<file path="src/rtl/fpdiv_arbiter.sv">
// Two-requester round-robin front end for the shared single-precision divider:
// grants one operand pair, waits DIV_LAT cycles, and returns the tagged quotient.
module fpdiv_arbiter #(
  parameter int unsigned DIV_LAT = 2
) (
  input  logic        CLK,
  input  logic        RST,
  input  logic        req0_valid,
  output logic        req0_ready,
  input  logic [31:0] req0_a,
  input  logic [31:0] req0_b,
  input  logic        req1_valid,
  output logic        req1_ready,
  input  logic [31:0] req1_a,
  input  logic [31:0] req1_b,
  output logic [31:0] div_a,
  output logic [31:0] div_b,
  input  logic [31:0] div_result,
  input  logic        div_overflow,
  input  logic        div_underflow,
  output logic        rsp_valid,
  input  logic        rsp_ready,
  output logic        rsp_id,
  output logic [31:0] rsp_result,
  output logic        rsp_overflow,
  output logic        rsp_underflow,
  output logic        rsp_divzero,
  output logic        busy
);

  typedef enum logic [1:0] {
    IDLE,
    WAIT,
    RESP
  } state_e;

  state_e      state_q, state_d;
  logic [3:0]  cnt_q, cnt_d;
  logic        last_grant_q, last_grant_d;
  logic [31:0] div_a_q, div_a_d;
  logic [31:0] div_b_q, div_b_d;
  logic        rsp_valid_q, rsp_valid_d;
  logic        rsp_id_q, rsp_id_d;
  logic [31:0] rsp_result_q, rsp_result_d;
  logic        rsp_overflow_q, rsp_overflow_d;
  logic        rsp_underflow_q, rsp_underflow_d;
  logic        rsp_divzero_q, rsp_divzero_d;
  logic        busy_q, busy_d;

  logic        gnt0, gnt1;
  logic        hs0, hs1;
  logic        divzero;

  always_ff @(posedge CLK or posedge RST) begin
    if (RST) begin
      state_q         <= IDLE;
      cnt_q           <= '0;
      last_grant_q    <= 1'b1;
      div_a_q         <= '0;
      div_b_q         <= '0;
      rsp_valid_q     <= 1'b0;
      rsp_id_q        <= 1'b0;
      rsp_result_q    <= '0;
      rsp_overflow_q  <= 1'b0;
      rsp_underflow_q <= 1'b0;
      rsp_divzero_q   <= 1'b0;
      busy_q          <= 1'b0;
    end else begin
      state_q         <= state_d;
      cnt_q           <= cnt_d;
      last_grant_q    <= last_grant_d;
      div_a_q         <= div_a_d;
      div_b_q         <= div_b_d;
      rsp_valid_q     <= rsp_valid_d;
      rsp_id_q        <= rsp_id_d;
      rsp_result_q    <= rsp_result_d;
      rsp_overflow_q  <= rsp_overflow_d;
      rsp_underflow_q <= rsp_underflow_d;
      rsp_divzero_q   <= rsp_divzero_d;
      busy_q          <= busy_d;
    end
  end

  // Requester 0 wins a tie only when requester 1 was served last.
  always_comb begin
    gnt0 = 1'b0;
    gnt1 = 1'b0;
    if (state_q == IDLE) begin
      if (req0_valid && (!req1_valid || last_grant_q)) begin
        gnt0 = 1'b1;
      end else if (req1_valid) begin
        gnt1 = 1'b1;
      end
    end
  end

  assign hs0 = gnt0 & req0_valid;
  assign hs1 = gnt1 & req1_valid;

  always_comb begin
    state_d = state_q;
    case (state_q)
      IDLE:    if (hs0 || hs1) state_d = WAIT;
      WAIT:    if (cnt_q == '0) state_d = RESP;
      RESP:    if (rsp_ready) state_d = IDLE;
      default: state_d = IDLE;
    endcase
  end

  assign divzero = (div_b_q[30:0] == '0);

  always_comb begin
    cnt_d           = cnt_q;
    last_grant_d    = last_grant_q;
    div_a_d         = div_a_q;
    div_b_d         = div_b_q;
    rsp_valid_d     = rsp_valid_q;
    rsp_id_d        = rsp_id_q;
    rsp_result_d    = rsp_result_q;
    rsp_overflow_d  = rsp_overflow_q;
    rsp_underflow_d = rsp_underflow_q;
    rsp_divzero_d   = rsp_divzero_q;
    case (state_q)
      IDLE: begin
        if (hs0 || hs1) begin
          div_a_d      = hs1 ? req1_a : req0_a;
          div_b_d      = hs1 ? req1_b : req0_b;
          rsp_id_d     = hs1;
          last_grant_d = hs1;
          cnt_d        = 4'(DIV_LAT - 1);
        end
      end
      WAIT: begin
        if (cnt_q == '0) begin
          rsp_valid_d = 1'b1;
          // Zero divisor bypasses the divider but keeps the same latency.
          if (divzero) begin
            rsp_result_d    = {div_a_q[31] ^ div_b_q[31], 8'hFF, 23'h0};
            rsp_overflow_d  = 1'b0;
            rsp_underflow_d = 1'b0;
            rsp_divzero_d   = 1'b1;
          end else begin
            rsp_result_d    = div_result;
            rsp_overflow_d  = div_overflow;
            rsp_underflow_d = div_underflow;
            rsp_divzero_d   = 1'b0;
          end
        end else begin
          cnt_d = cnt_q - 4'd1;
        end
      end
      RESP: begin
        if (rsp_ready) rsp_valid_d = 1'b0;
      end
      default: ;
    endcase
    busy_d = (state_d != IDLE);
  end

  always_comb begin
    req0_ready    = gnt0;
    req1_ready    = gnt1;
    div_a         = div_a_q;
    div_b         = div_b_q;
    rsp_valid     = rsp_valid_q;
    rsp_id        = rsp_id_q;
    rsp_result    = rsp_result_q;
    rsp_overflow  = rsp_overflow_q;
    rsp_underflow = rsp_underflow_q;
    rsp_divzero   = rsp_divzero_q;
    busy          = busy_q;
  end

endmodule

</file>
<file path="config.mk">
export PLATFORM = sky130hd
export DESIGN_NAME = fpdiv_arbiter
export DESIGN_NICKNAME = d
export VERILOG_FILES = /design/src/rtl/fpdiv_arbiter.sv
export SDC_FILE = /design/constraint.sdc
export NUM_CORES = 1
export LEC_CHECK = 0
export CAP_MARGIN = 20
export CORE_MARGIN = 4
export CORE_UTILIZATION = 38
export CTS_BUF_LIST = sky130_fd_sc_hd__clkbuf_16
export CTS_CLUSTER_DIAMETER = 60
export DETAILED_ROUTE_END_ITERATION = 10
export PLACE_DENSITY = 0.8
export SYNTH_ARGS = -nofsm -noshare
export SYNTH_HDL_FRONTEND = slang
export SYNTH_SLANG_ARGS = --single-unit
</file>
<file path="constraint.sdc">
create_clock -name CLK -period 3.8 [get_ports CLK]
set_input_delay 0.38 -clock CLK [delete_from_list [all_inputs] [get_ports CLK]]
set_output_delay 0.38 -clock CLK [all_outputs]
set_load 0.05 [all_outputs]
</file>
Word-level counts from Yosys, hierarchy flattened
Cells that the tools add are included.
- bits in registers: 109
- bits of input ports: 167
- output and inout bits: 104
- logic and storage cells: 57
- add/sub/neg operators: 1
- equality and inequality tests: 6
- muxes and demuxes: 21
- bitwise logic cells: 3
- reductions and logical operators: 14
- operators by type and width (cell ; count):
    $mux 32 ; 3
    $logic_not 31->1 ; 1
    $mux 1 ; 10
    $mux 4 ; 2
    $pmux 4 s2 ; 1
    $mux 2 ; 3
    $ne 2x2->1 const B ; 3
    $pmux 2 s3 ; 1
    $reduce_and 3->1 ; 2
    $reduce_bool 2->1 ; 3
    $logic_not 4->1 ; 1
    $reduce_and 2->1 ; 2
    $sub 4x1->4 const B ; 1
    $and 1x1->1 ; 2
    $eq 2x1->1 const B ; 1
    $eq 2x2->1 const B ; 1
    $logic_not 2->1 ; 1
    $logic_or 1x1->1 ; 2
    $ne 2x1->1 const B ; 1
    $pmux 1 s2 ; 1
    $logic_and 1x1->1 ; 1
    $logic_not 1->1 ; 1
    $xor 1x1->1 ; 1

Depth between registers and ports, before layout
Gate-level depths: netlist (run 1).
- depth after elaboration: 10
- depth in mapped cells: 9
- mapped depth without buffers: 6

Worst setup path before layout (run 1)
OpenSTA, ideal clock, no wires.
- path kind: reg2out
- start: register last_grant_q
- end: output req0_ready
- arrival time: 1510 ps
- data required time: 3420 ps
- setup slack: 1910 ps
- stages on the path, launching flop included: 5
- path buffers: 1
- cell sequence: dfstp_2 nand2_1 and3_1 nor2_1 clkbuf_1
- word-level cells in the longest chain between the ends: 4
- RTL lines (item ; RTL line ; text):
    start, declared ; 39 ; logic last_grant_q, last_grant_d;
    start signal, assigned ; 71 ; last_grant_q <= last_grant_d;
    $logic_or 1x1->1 ; 89 ; if (req0_valid && (!req1_valid || last_grant_q)) begin
    $logic_and 1x1->1 ; 89 ;
    $mux 1 ; 89 ;
    $mux 1 ; 88 ; if (state_q == IDLE) begin
    end, declared ; 9 ; output logic req0_ready,
Every way passes these cells.

Worst setup path in the final report (run 1)
- start: input req0_valid
- end: output req0_ready
- word-level cells in the longest chain between the ends: 3
- RTL lines (item ; RTL line ; text):
    start, declared ; 8 ; input logic req0_valid,
    $logic_and 1x1->1 ; 89 ;
    $mux 1 ; 89 ;
    $mux 1 ; 88 ;
Every way passes these cells.

==> summary.txt, run 1 <==
Drt
  • Final ANT Viol Nets: 0
  • First-pass iteration count of the detailed router: 4
  • Final wirelength: 15.3 mm
  • Via count: between 4000 and 5000
  • # DRC: 0
  • Vias/cell: 5.15
  • DRT iter0 DRCs: 181
  • Post-DR wirelength/cell: 17.9 um

Clock tree
  • Number of setup buffers added after CTS: 0
  • Clock Path Buffers: 2
  • # resized after CTS: 0
  • Clock Sinks: 109
  • CTS tree: yes
  • Clock Latency Late Sink: 340 ps
  • Root buffer cell: clkbuf_16
  • Clock Pin Slew Worst Setup and Hold Paths: 80 ps
  • Cts hold-fix bufs: 0
  • # H-tree levels: 3
  • Cts bufs inserted: 9

Setup path
  • CP max FO: 4
  • Critical path class: input pin to output pin
  • Critical Path End Type: output pin
  • Reg2Reg Depth: 6
  • R2R Setup Slk: 1580 ps
  • CP startpoint kind: input pin
  • R2r endpoint: rsp_result[31]
  • FF-to-FF Start: cnt_q[0]
  • Critical path arrival: 2210 ps
  • Crit path required time: 3420 ps

Die
  • Row count: 40
  • Die area: 14200 um2
  • DIE HEIGHT: 119 um
  • I/O Pins: around 270
  • Initial core utilization: 38.9%
  • Core area: approximately 12000 um2
  • Die Span X: 119 um

Place
  • Port buffer count: 270
  • Routability cong.: 0.808
  • Placed cells: 835
  • DP HPWL: 11.3 mm

Global route
  • Vias in the first global route: 4740
  • Initial antenna violation count: 0
  • GRT Util Overall: around a fifth
  • Overflow after GRT: 0
  • Largest net degree at the start of global routing: 79
  • Global-route wire length before repair: 24.2 mm

Yosys
  • Synth warn: 0
  • Synthesized net count: ~600
  • Post-synth cell types: 34
  • Number of synthesized register bits: between 100 and 150
  • Syn Inst Count: 423
  • Post-Syn Area: roughly 4700 um2
  • Mean Syn Cell Area: between 10 and 15 um2
  • Post-synthesis sequential area ratio: 58.1%

Flow run
  • Max cap viols: 0

Worst hold path
  • Hold Crit Class: input pin to async pin

Power and ir drop
  • Power per cell area: 1030 nW/um2
  • Leak Pwr: 3.64 nW
  • Worst vdd ir: 0.540 mV

Timing
  • Clock skew: roughly 8.8 ps
  • Fin Setup TNS: 0 ps
  • Fmax: 387 MHz
  • RSZ-0062 raised after global routing: false
  • Max-slew violation count: 0
  • # setup viols final: 0
  • Min Tclk post-route: 2590 ps
  • Final hold viol count: 0
  • Worst slew margin: 49.8%
  • Crit share post-route: 68.1%
  • Worst-margin pin slew: 751 ps

Finish
  • Most common cell after layout, fill and taps aside: clkdlybuf4s50_1
  • Number of diodes: 0
  • Highest-count cells in the layout ignoring fill and taps: clkdlybuf4s50_1 (270), dfrtp_1 (108), a22o_1 (64), a21o_1 (64), nand2_1 (56)
  • Layout cells sized above 1: under 10%
  • Final #Nets: about 850
  • Fin cells: 852
  • Area growth from synthesis to layout: 66.4%

Outcome
  • Status: completed
-- cells in the mapped netlist --
cell / number / area (um2)
dfrtp_1: 108 / 2700
a21o_1: 64 / 480
a22o_1: 64 / 561
nand2_1: 56 / 210
nor2_1: 22 / 82.6
o21ai_1: 22 / 110
buf_2: 18 / 90.1
a21oi_1: 10 / 50.1
clkbuf_1: 10 / 37.5
nor4_1: 7 / 43.8
o21ai_0: 7 / 35.0
inv_1: 4 / 15.0
buf_6: 3 / 33.8
mux2_2: 2 / 22.5
nand2b_1: 2 / 12.5
nand3_1: 2 / 10.0
nand4_1: 2 / 12.5
nor3_1: 2 / 10.0
or2_2: 2 / 12.5
xor2_1: 2 / 17.5
a31oi_1: 1 / 6.26
and3_1: 1 / 6.26
buf_1: 1 / 3.75
dfstp_2: 1 / 26.3
ha_1: 1 / 12.5
nor2_2: 1 / 6.26
nor2_4: 1 / 11.3
nor2b_1: 1 / 6.26
o211ai_1: 1 / 7.51
o21a_1: 1 / 7.51
o311ai_4: 1 / 26.3
or2_4: 1 / 8.76
or3b_1: 1 / 8.76
xnor2_1: 1 / 8.76
-- final cells by class --
type                            instances  area [um2]
Multi-Input combinational cell        278        1810
Tap cell                              168         210
Timing Repair Buffer                  277        2780
Fill cell                             935        4250
Sequential cell                       109        2730
Inverter                                4        17.5
Clock buffer                            9         225
Clock inverter                          7        50.0
-- stage by stage --
stage	worst slack, ps	hold WS [ps]	utilization [%]	total power [mW]	cell area (um2)
2_1_floorplan	548	443	-	5.50	4700
3_3_place_gp	1240	468	62.3	7.06	7510
3_5_place_dp	1220	475	62.3	7.16	7510
4_1_cts	1220	490	64.6	8.07	7790
5_1_grt	1150	266	64.8	8.44	7810
6_report	1210	260	64.8	8.01	7810
-- power by group --
group | total [mW] | leakage (nW) | internal [mW] | switching [mW]
Clock | 0.877 | 0.140 | 0.449 | 0.428
Sequential | 2.15 | 1.31 | 1.75 | 0.398
Combinational | 4.98 | 2.19 | 1.86 | 3.12
Total | 8.01 | 3.64 | 4.06 | 3.95
-- worst max path at each step --
stage	startpoint	to
floorplan	RST	busy
global placement	req0_valid	req0_ready
detailed placement	req0_valid	req0_ready
CTS	req0_valid	req0_ready
global route	req0_valid	req0_ready
finish	req0_valid	req0_ready
-- registers in the layout, indices dropped and copies added (netlist names) --
name           count
rsp_divzero        1
cnt_q              4
div_b             32
div_a             32
rsp_result        32
last_grant_q       1
rsp_underflow      1
busy               1
state_q            2
rsp_overflow       1
rsp_id             1
rsp_valid          1
-- logic make-up (layout without fill, tap and decap cells) --
kind of cell               after synthesis  after routing  share of synthesized area (%)
and+or+nand+nor                        101            101                           9.41
buffers and inverters                   36            297                           3.84
AOI/OAI and AO/OA                      171            171                           27.3
muxes                                    2              2                          0.480
xor gates and xnor gates                 3              3                          0.560
adders and majority gates                1              1                          0.266
DFF                                    109            109                           58.1
-- worst max-delay path, cell delays in order --
cell and delay [ps]:
clkdlybuf4s50_1 590, nand2_1 70, and3_2 230, nor2_4 110, clkdlybuf4s50_1 820
-- routing by layer --
metal | wire, um | part of all wire, % | up-vias | track usage (%)
met3 | 1230 | 8.1 | 30 | 5.60
met5 | 0 | 0 | - | 0
met1 | 6050 | 40 | 2111 | 25.8
li1 | - | - | 2034 | -
met4 | 438 | 2.9 | 0 | 8.18
met2 | 7560 | 49 | 217 | 36.0
Power figures use the tool's default switching activity.
==> run 2, diff against run 1 <==
CORE_UTILIZATION = 35   (was 38)
PLACE_DENSITY = 0.78   (was 0.8)
clock period = 2.1 ns   (was 3.8 ns; I/O delays follow)
==> run 2 against run 1 <==
Combinational power grew 86%. Global-route usage fell by 1.7 points. Clock skew shrank 2.3 ps. Clock-buffer cell count stayed put. Setup slack worse by 1100 ps. Core utilization decreased by 4.5 points. First-iteration DRC count rose by 18%. Worst hold slack improved by 80 ps. Non-clock buffer count rose by 5. Sequential power grew 82%. Sequential share of layout area fell by 0.63 points. Final area grew 1.8%. Critical endpoint is now req1_ready.
==> summary.txt, run 2 (same netlist as run 1, synthesis figures left out) <==
Drt
  • Final wirelength: 15.5 mm (was 15.3 mm)
  • Post-DR wirelength/cell: 17.9 um (about the same)
  • M1 WL: 5.84 mm (was 6.05 mm)
  • First-pass iteration count of the detailed router: 4 (unchanged)
  • DR WL met2: 7.83 mm (was 7.56 mm)
  • # DRC: 0 (unchanged)
  • Final ANT Viol Nets: 0 (unchanged)
  • Met3 WL: 1.54 mm (was 1.23 mm)
  • Via count: 4362 (was 4392)
  • Top Metal Used: met4 (unchanged)
  • DRT iter0 DRCs: 214 (was 181)
  • Vias/cell: 5.04 (was 5.15)

Clock tree
  • Clock Pin Slew Worst Setup and Hold Paths: 70 ps (was 80 ps)
  • CTS tree: yes (unchanged)
  • Clock Latency Late Sink: 340 ps (about the same)
  • Root buffer cell: clkbuf_16 (unchanged)
  • Cts bufs inserted: 9 (unchanged)
  • # resized after CTS: 0 (unchanged)
  • # H-tree levels: 3 (unchanged)
  • Clock Sinks: 109 (unchanged)
  • Clock Path Buffers: 2 (unchanged)
  • Cts hold-fix bufs: 0 (unchanged)
  • Number of setup buffers added after CTS: 0 (unchanged)

Timing
  • Clock skew: 6.45 ps (was 8.75 ps)
  • Crit share post-route: 94.0%
  • Max-slew violation count: 0 (unchanged)
  • Worst slew margin: 63.2% (was 49.8%)
  • Min Tclk post-route: between 1500 and 2000 ps
  • # setup viols final: 0 (unchanged)
  • RSZ-0062 raised after global routing: false (unchanged)
  • Fmax: 507 MHz
  • Fin Setup TNS: 0 ps (unchanged)
  • Final setup margin: 126 ps (was 1210 ps)
  • Worst-margin pin slew: 550 ps (was 751 ps)
  • Hold WS: 340 ps (was 260 ps)
  • Final hold viol count: 0 (unchanged)

Finish
  • Highest-count cells in the layout ignoring fill and taps: clkdlybuf4s50_1 (267), dfrtp_1 (108), a22o_1 (64), a21o_1 (64), nand2_1 (56) (was clkdlybuf4s50_1 (270), dfrtp_1 (108), a22o_1 (64), a21o_1 (64), nand2_1 (56))
  • Area growth from synthesis to layout: 69.4% (was 66.4%)
  • Number of diodes: 0 (unchanged)
  • Final #Nets: 852 (was 847)
  • Fin util: 60.3% (was 64.8%)
  • Layout cells sized above 1: 6.39% (was 5.26%)
  • Most common cell after layout, fill and taps aside: clkdlybuf4s50_1 (unchanged)

Die
  • I/O Pins: 271 (unchanged)
  • Core area: 13200 um2 (was 12100 um2)
  • Die area: 15300 um2 (was 14200 um2)
  • Initial core utilization: 35.6% (was 38.9%)
  • DIE HEIGHT: 124 um (was 119 um)
  • Row count: 42 (was 40)
  • Die Span X: 124 um (was 119 um)

Setup path
  • CP startpoint kind: flip-flop (was input pin)
  • Critical Path End Type: output pin (unchanged)
  • FF-to-FF Start: cnt_q[0] (unchanged)
  • Crit path required time: 1890 ps (was 3420 ps)
  • R2R Setup Slk: 220 ps (was 1580 ps)
  • Reg2Reg Depth: 8 (was 6)
  • CP max FO: 45 (was 4)
  • Critical path arrival: 1760 ps (was 2210 ps)
  • R2r endpoint: rsp_result[31] (unchanged)
  • Critical path class: flip-flop to output pin (was input pin to output pin)

Global route
  • Vias in the first global route: 4666 (was 4740)
  • Overflow after GRT: 0 (unchanged)
  • Largest net degree at the start of global routing: 84 (was 79)
  • Initial antenna violation count: 0 (unchanged)
  • Global-route wire length before repair: 23.2 mm (was 24.2 mm)
  • GRT Util Overall: 19.5% (was 21.2%)

Outcome
  • Status: completed (unchanged)

Worst hold path
  • Hold Crit Class: input pin to async pin (unchanged)

Power and ir drop
  • Switch Pwr: 7.20 mW (was 3.95 mW)
  • Power per cell area: 1870 nW/um2 (was 1030 nW/um2)
  • Worst vdd ir: 0.934 mV (was 0.540 mV)
  • Combinational power share: 62.3% (was 62.2%)
  • P_int: 7.67 mW (was 4.06 mW)
  • Net Sw Frac: 48.4% (was 49.3%)
  • Final Power: 14.9 mW (was 8.01 mW)
  • Clock share of power: 11.4% (was 10.9%)
  • Flop pwr share: 26.3% (was 26.9%)
  • Leak Pwr: 3.70 nW (was 3.64 nW)

Place
  • Routability cong.: 0.781 (was 0.808)
  • Port buffer count: 270 (unchanged)
  • DP HPWL: 11.8 mm (was 11.3 mm)
  • Setup WS pre-CTS: 197 ps (was 1220 ps)

Flow run
  • Max cap viols: 0 (unchanged)
## run 2: cell type report
| cell class | instances | area [um2] |
|---|---|---|
| timing repair buffer | 282 | 2890 |
| sequential | 109 | 2730 |
| inverter | 4 | 18.8 |
| multi-input combinational | 278 | 1810 |
| clock buffer | 9 | 225 |
| clock inverter | 7 | 71.3 |
| fill | 1075 | 5230 |
| tap | 176 | 220 |
## run 2: routing by layer
metal  track usage, %  vias up
met5                0        -
met4             6.51        0
met3             6.13       21
met2             34.7      217
met1             22.1     2081
li1                 -     2043
## run 2: worst max-delay path by stage
stage                     depth (start not counted)  slack [ps]        endpoint  startpoint
after global routing                              4           5      req1_ready  state_q[1]
after global placement                            4         230            busy  req0_valid
after floorplan                                   5         270  rsp_result[31]    div_b[0]
final                                             4         130      req1_ready  state_q[1]
after detailed placement                          5         200       div_b[16]  req0_valid
after CTS                                         4         110      req1_ready  state_q[1]
## run 2: worst max-delay path, stage by stage (launching register included)
cell and delay, ps:
dfrtp_1 420, nor2_2 280, and3_2 310, buf_12 240
buf_12 170
## run 2: per-stage QoR
stage	instance area [um2]	instances
2_1_floorplan	4700	423
3_3_place_gp	7660	849
3_5_place_dp	7660	849
4_1_cts	7960	865
5_1_grt	7960	865
6_report	7960	865
## run 2: power by group through the flow
stage | combinational, mW | sequential, mW | clock [mW]
floorplan | 2.78 | 7.17 | 0
global placement | 9.16 | 3.89 | 0
detailed placement | 9.32 | 3.92 | 0
CTS | 9.35 | 3.91 | 1.75
global route | 9.78 | 4.03 | 1.84
finish | 9.26 | 3.91 | 1.70
==> run 3, diff against run 2 <==
PLACE_DENSITY = 0.89   (was 0.78)
==> run 3 against run 2 <==
Die area unchanged. Final cell count down 0.12%. Core utilization up 0.27 points. Combinational power down 0.4%. Register-to-register slack worse by 40 ps. Clock skew up 2.6 ps. Clock power up 11%. Final area up 0.44%. Routed wire length down 0.41%. Critical path depth unchanged. Critical path type unchanged. Largest power group unchanged. Highest routed layer unchanged.
==> summary.txt, run 3 (same netlist as run 1, synthesis figures left out) <==
Outcome
  • Status: completed (unchanged)

Finish
  • Filler cells: 1013 (was 1075)
  • Number of diodes: 0 (unchanged)
  • Most common cell after layout, fill and taps aside: clkdlybuf4s50_1 (unchanged)
  • Area growth from synthesis to layout: 70.2% (was 69.4%)
  • Final #Nets: 852 (unchanged)
  • Fin cells: 864 (was 865)
  • Area of the multi-input gates: 1820 um2 (was 1810 um2)
  • Register Area: 2730 um2 (unchanged)
  • Fin area: 7990 um2 (was 7960 um2)
  • Layout cells sized above 1: 5.96% (was 6.39%)
  • Highest-count cells in the layout ignoring fill and taps: clkdlybuf4s50_1 (268), dfrtp_1 (108), a22o_1 (64), a21o_1 (64), nand2_1 (56) (was clkdlybuf4s50_1 (267), dfrtp_1 (108), a22o_1 (64), a21o_1 (64), nand2_1 (56))
  • Fin util: 60.6% (was 60.3%)

Clock tree
  • # resized after CTS: 0 (unchanged)
  • Clock Latency Late Sink: 340 ps (about the same)
  • CTS tree: yes (unchanged)
  • Cts hold-fix bufs: 0 (unchanged)
  • Cts bufs inserted: 9 (unchanged)
  • Number of setup buffers added after CTS: 0 (unchanged)
  • Clock Path Buffers: 2 (unchanged)
  • Clock Pin Slew Worst Setup and Hold Paths: 70 ps (about the same)
  • Clock Sinks: 109 (unchanged)
  • Root buffer cell: clkbuf_16 (unchanged)
  • # H-tree levels: 3 (unchanged)

Drt
  • Post-DR wirelength/cell: 17.9 um (about the same)
  • Via count: 4439 (was 4362)
  • Vias/cell: 5.14 (was 5.04)
  • # DRC: 0 (unchanged)
  • DRT iter0 DRCs: 233 (was 214)
  • First-pass iteration count of the detailed router: 4 (unchanged)
  • Final ANT Viol Nets: 0 (unchanged)
  • Final wirelength: 15.4 mm (was 15.5 mm)

Global route
  • GRT Util Overall: 19.7% (was 19.5%)
  • Vias in the first global route: 4743 (was 4666)
  • Global routing usage on met1: 22.0% (was 22.1%)
  • Initial antenna violation count: 0 (unchanged)
  • Grt peak-use layer: met2 (unchanged)
  • Overflow after GRT: 0 (unchanged)
  • Global-route wire length before repair: 23.4 mm (was 23.2 mm)
  • GR Util met3: 6.36% (was 6.13%)
  • Largest net degree at the start of global routing: 60 (was 84)
  • Met2 track demand over resource: 34.5% (was 34.7%)

Die
  • Row count: 42 (unchanged)
  • Core area: 13200 um2 (unchanged)
  • Die area: 15300 um2 (unchanged)
  • Die Span X: 124 um (unchanged)
  • DIE HEIGHT: 124 um (unchanged)
  • I/O Pins: 271 (unchanged)
  • Initial core utilization: 35.6% (unchanged)

Timing
  • Fmax: 517 MHz (was 507 MHz)
  • Fin Setup TNS: 0 ps (unchanged)
  • Crit share post-route: 92.1% (was 94.0%)
  • RSZ-0062 raised after global routing: false (unchanged)
  • Max-slew violation count: 0 (unchanged)
  • Clock skew: 9.07 ps (was 6.45 ps)
  • Worst-margin pin slew: 563 ps (was 550 ps)
  • # setup viols final: 0 (unchanged)
  • Final hold viol count: 0 (unchanged)
  • Worst slew margin: 62.3% (was 63.2%)
  • Min Tclk post-route: 1930 ps (was 1970 ps)

Place
  • DP HPWL: 11.7 mm (was 11.8 mm)
  • Routability cong.: 0.846 (was 0.781)
  • Placed cells: 849 (unchanged)
  • Area after DPL: 7650 um2 (was 7660 um2)
  • Port buffer count: 270 (unchanged)

Setup path
  • Reg2Reg Depth: 5 (was 8)
  • R2r endpoint: rsp_result[31] (unchanged)
  • R2R Setup Slk: 180 ps (was 220 ps)
  • CP max FO: 19 (was 45)
  • CP startpoint kind: flip-flop (unchanged)
  • FF-to-FF Start: cnt_q[0] (unchanged)
  • CP Cell Sequence: nor2_4, and3_2, buf_4, buf_12 (was nor2_2, and3_2, buf_12, buf_12)
  • Crit-path slowest cell: dfrtp_1 (unchanged)
  • Critical Path End Type: output pin (unchanged)
  • Worst Path Buf+Inv: 2 (unchanged)
  • Critical path class: flip-flop to output pin (unchanged)
  • Critical path arrival: 1720 ps (was 1760 ps)
  • Crit path required time: 1890 ps (about the same)
  • CP top delay family: simple AND/OR/NAND/NOR gates (unchanged)
  • Max incr delay on CP: 440 ps (was 420 ps)

Power and ir drop
  • Worst vdd ir: 1.14 mV (was 0.934 mV)
  • P_int: 7.86 mW (was 7.67 mW)
  • Flop pwr share: 26.1% (was 26.3%)
  • Combinational power share: 61.4% (was 62.3%)
  • Leak Pwr: 3.70 nW (about the same)
  • Switch Pwr: 7.16 mW (was 7.20 mW)
  • Power per cell area: 1880 nW/um2 (was 1870 nW/um2)
  • Final Power: 15.0 mW (was 14.9 mW)
  • Net Sw Frac: 47.7% (was 48.4%)
  • Clock share of power: 12.5% (was 11.4%)

Flow run
  • Max cap viols: 0 (unchanged)

Worst hold path
  • Hold Crit Class: input pin to async pin (unchanged)
[run 3: cell types whose count changed in the layout (fill, tap and decap cells not counted), moves of 2 or more]
cell       before  now
inv_1           3    5
inv_6           3    0
bufinv_16       1    3
clkinv_2        3    0
[run 3: how the worst max path moves through the flow]
stage	start	endpoint	slack, ps	cells after the start
finish	state_q[1]	req1_ready	170	4
global route	cnt_q[0]	busy	60	6
CTS	state_q[1]	req1_ready	70	4
detailed placement	cnt_q[0]	busy	150	6
global placement	div_b[8]	rsp_result[31]	200	4
floorplan	div_b[0]	rsp_result[31]	270	5
[run 3: power by group through the flow]
stage          clock network, mW  registers (mW)  logic, mW
6_report                    1.88            3.93       9.22
3_3_place_gp                   0            3.87       9.07
2_1_floorplan                  0            7.17       2.78
5_1_grt                     1.99            4.03       9.76
4_1_cts                     1.91            3.91       9.29
3_5_place_dp                   0            3.91       9.27
[run 3: layout make-up]
type                       instances  share of cell area (%)
multi-input combinational        278                    22.7
clock buffer                       9                    2.82
timing repair buffer             282                    36.0
tap                              176                    2.76
clock inverter                     6                    1.32
inverter                           4                   0.235
sequential                       109                    34.1
[run 3: worst min-delay path: cells and delay by family]
family | cells | cell delay (ps)
buffers and inverters | 3 | 840
[run 3: metal layers]
metal / vias to the layer above / part of all wire [%]
li1: 2040 / -
met1: 2145 / 38
met2: 224 / 50
met3: 30 / 9.4
met4: 0 / 2.4
met5: - / 0
[run 3: per-stage QoR]
stage               hold slack [ps]  setup WS [ps]
floorplan                       273            270
global placement                467            201
detailed placement              481            148
CTS                             327           73.1
global route                    355           56.4
finish                          325            166
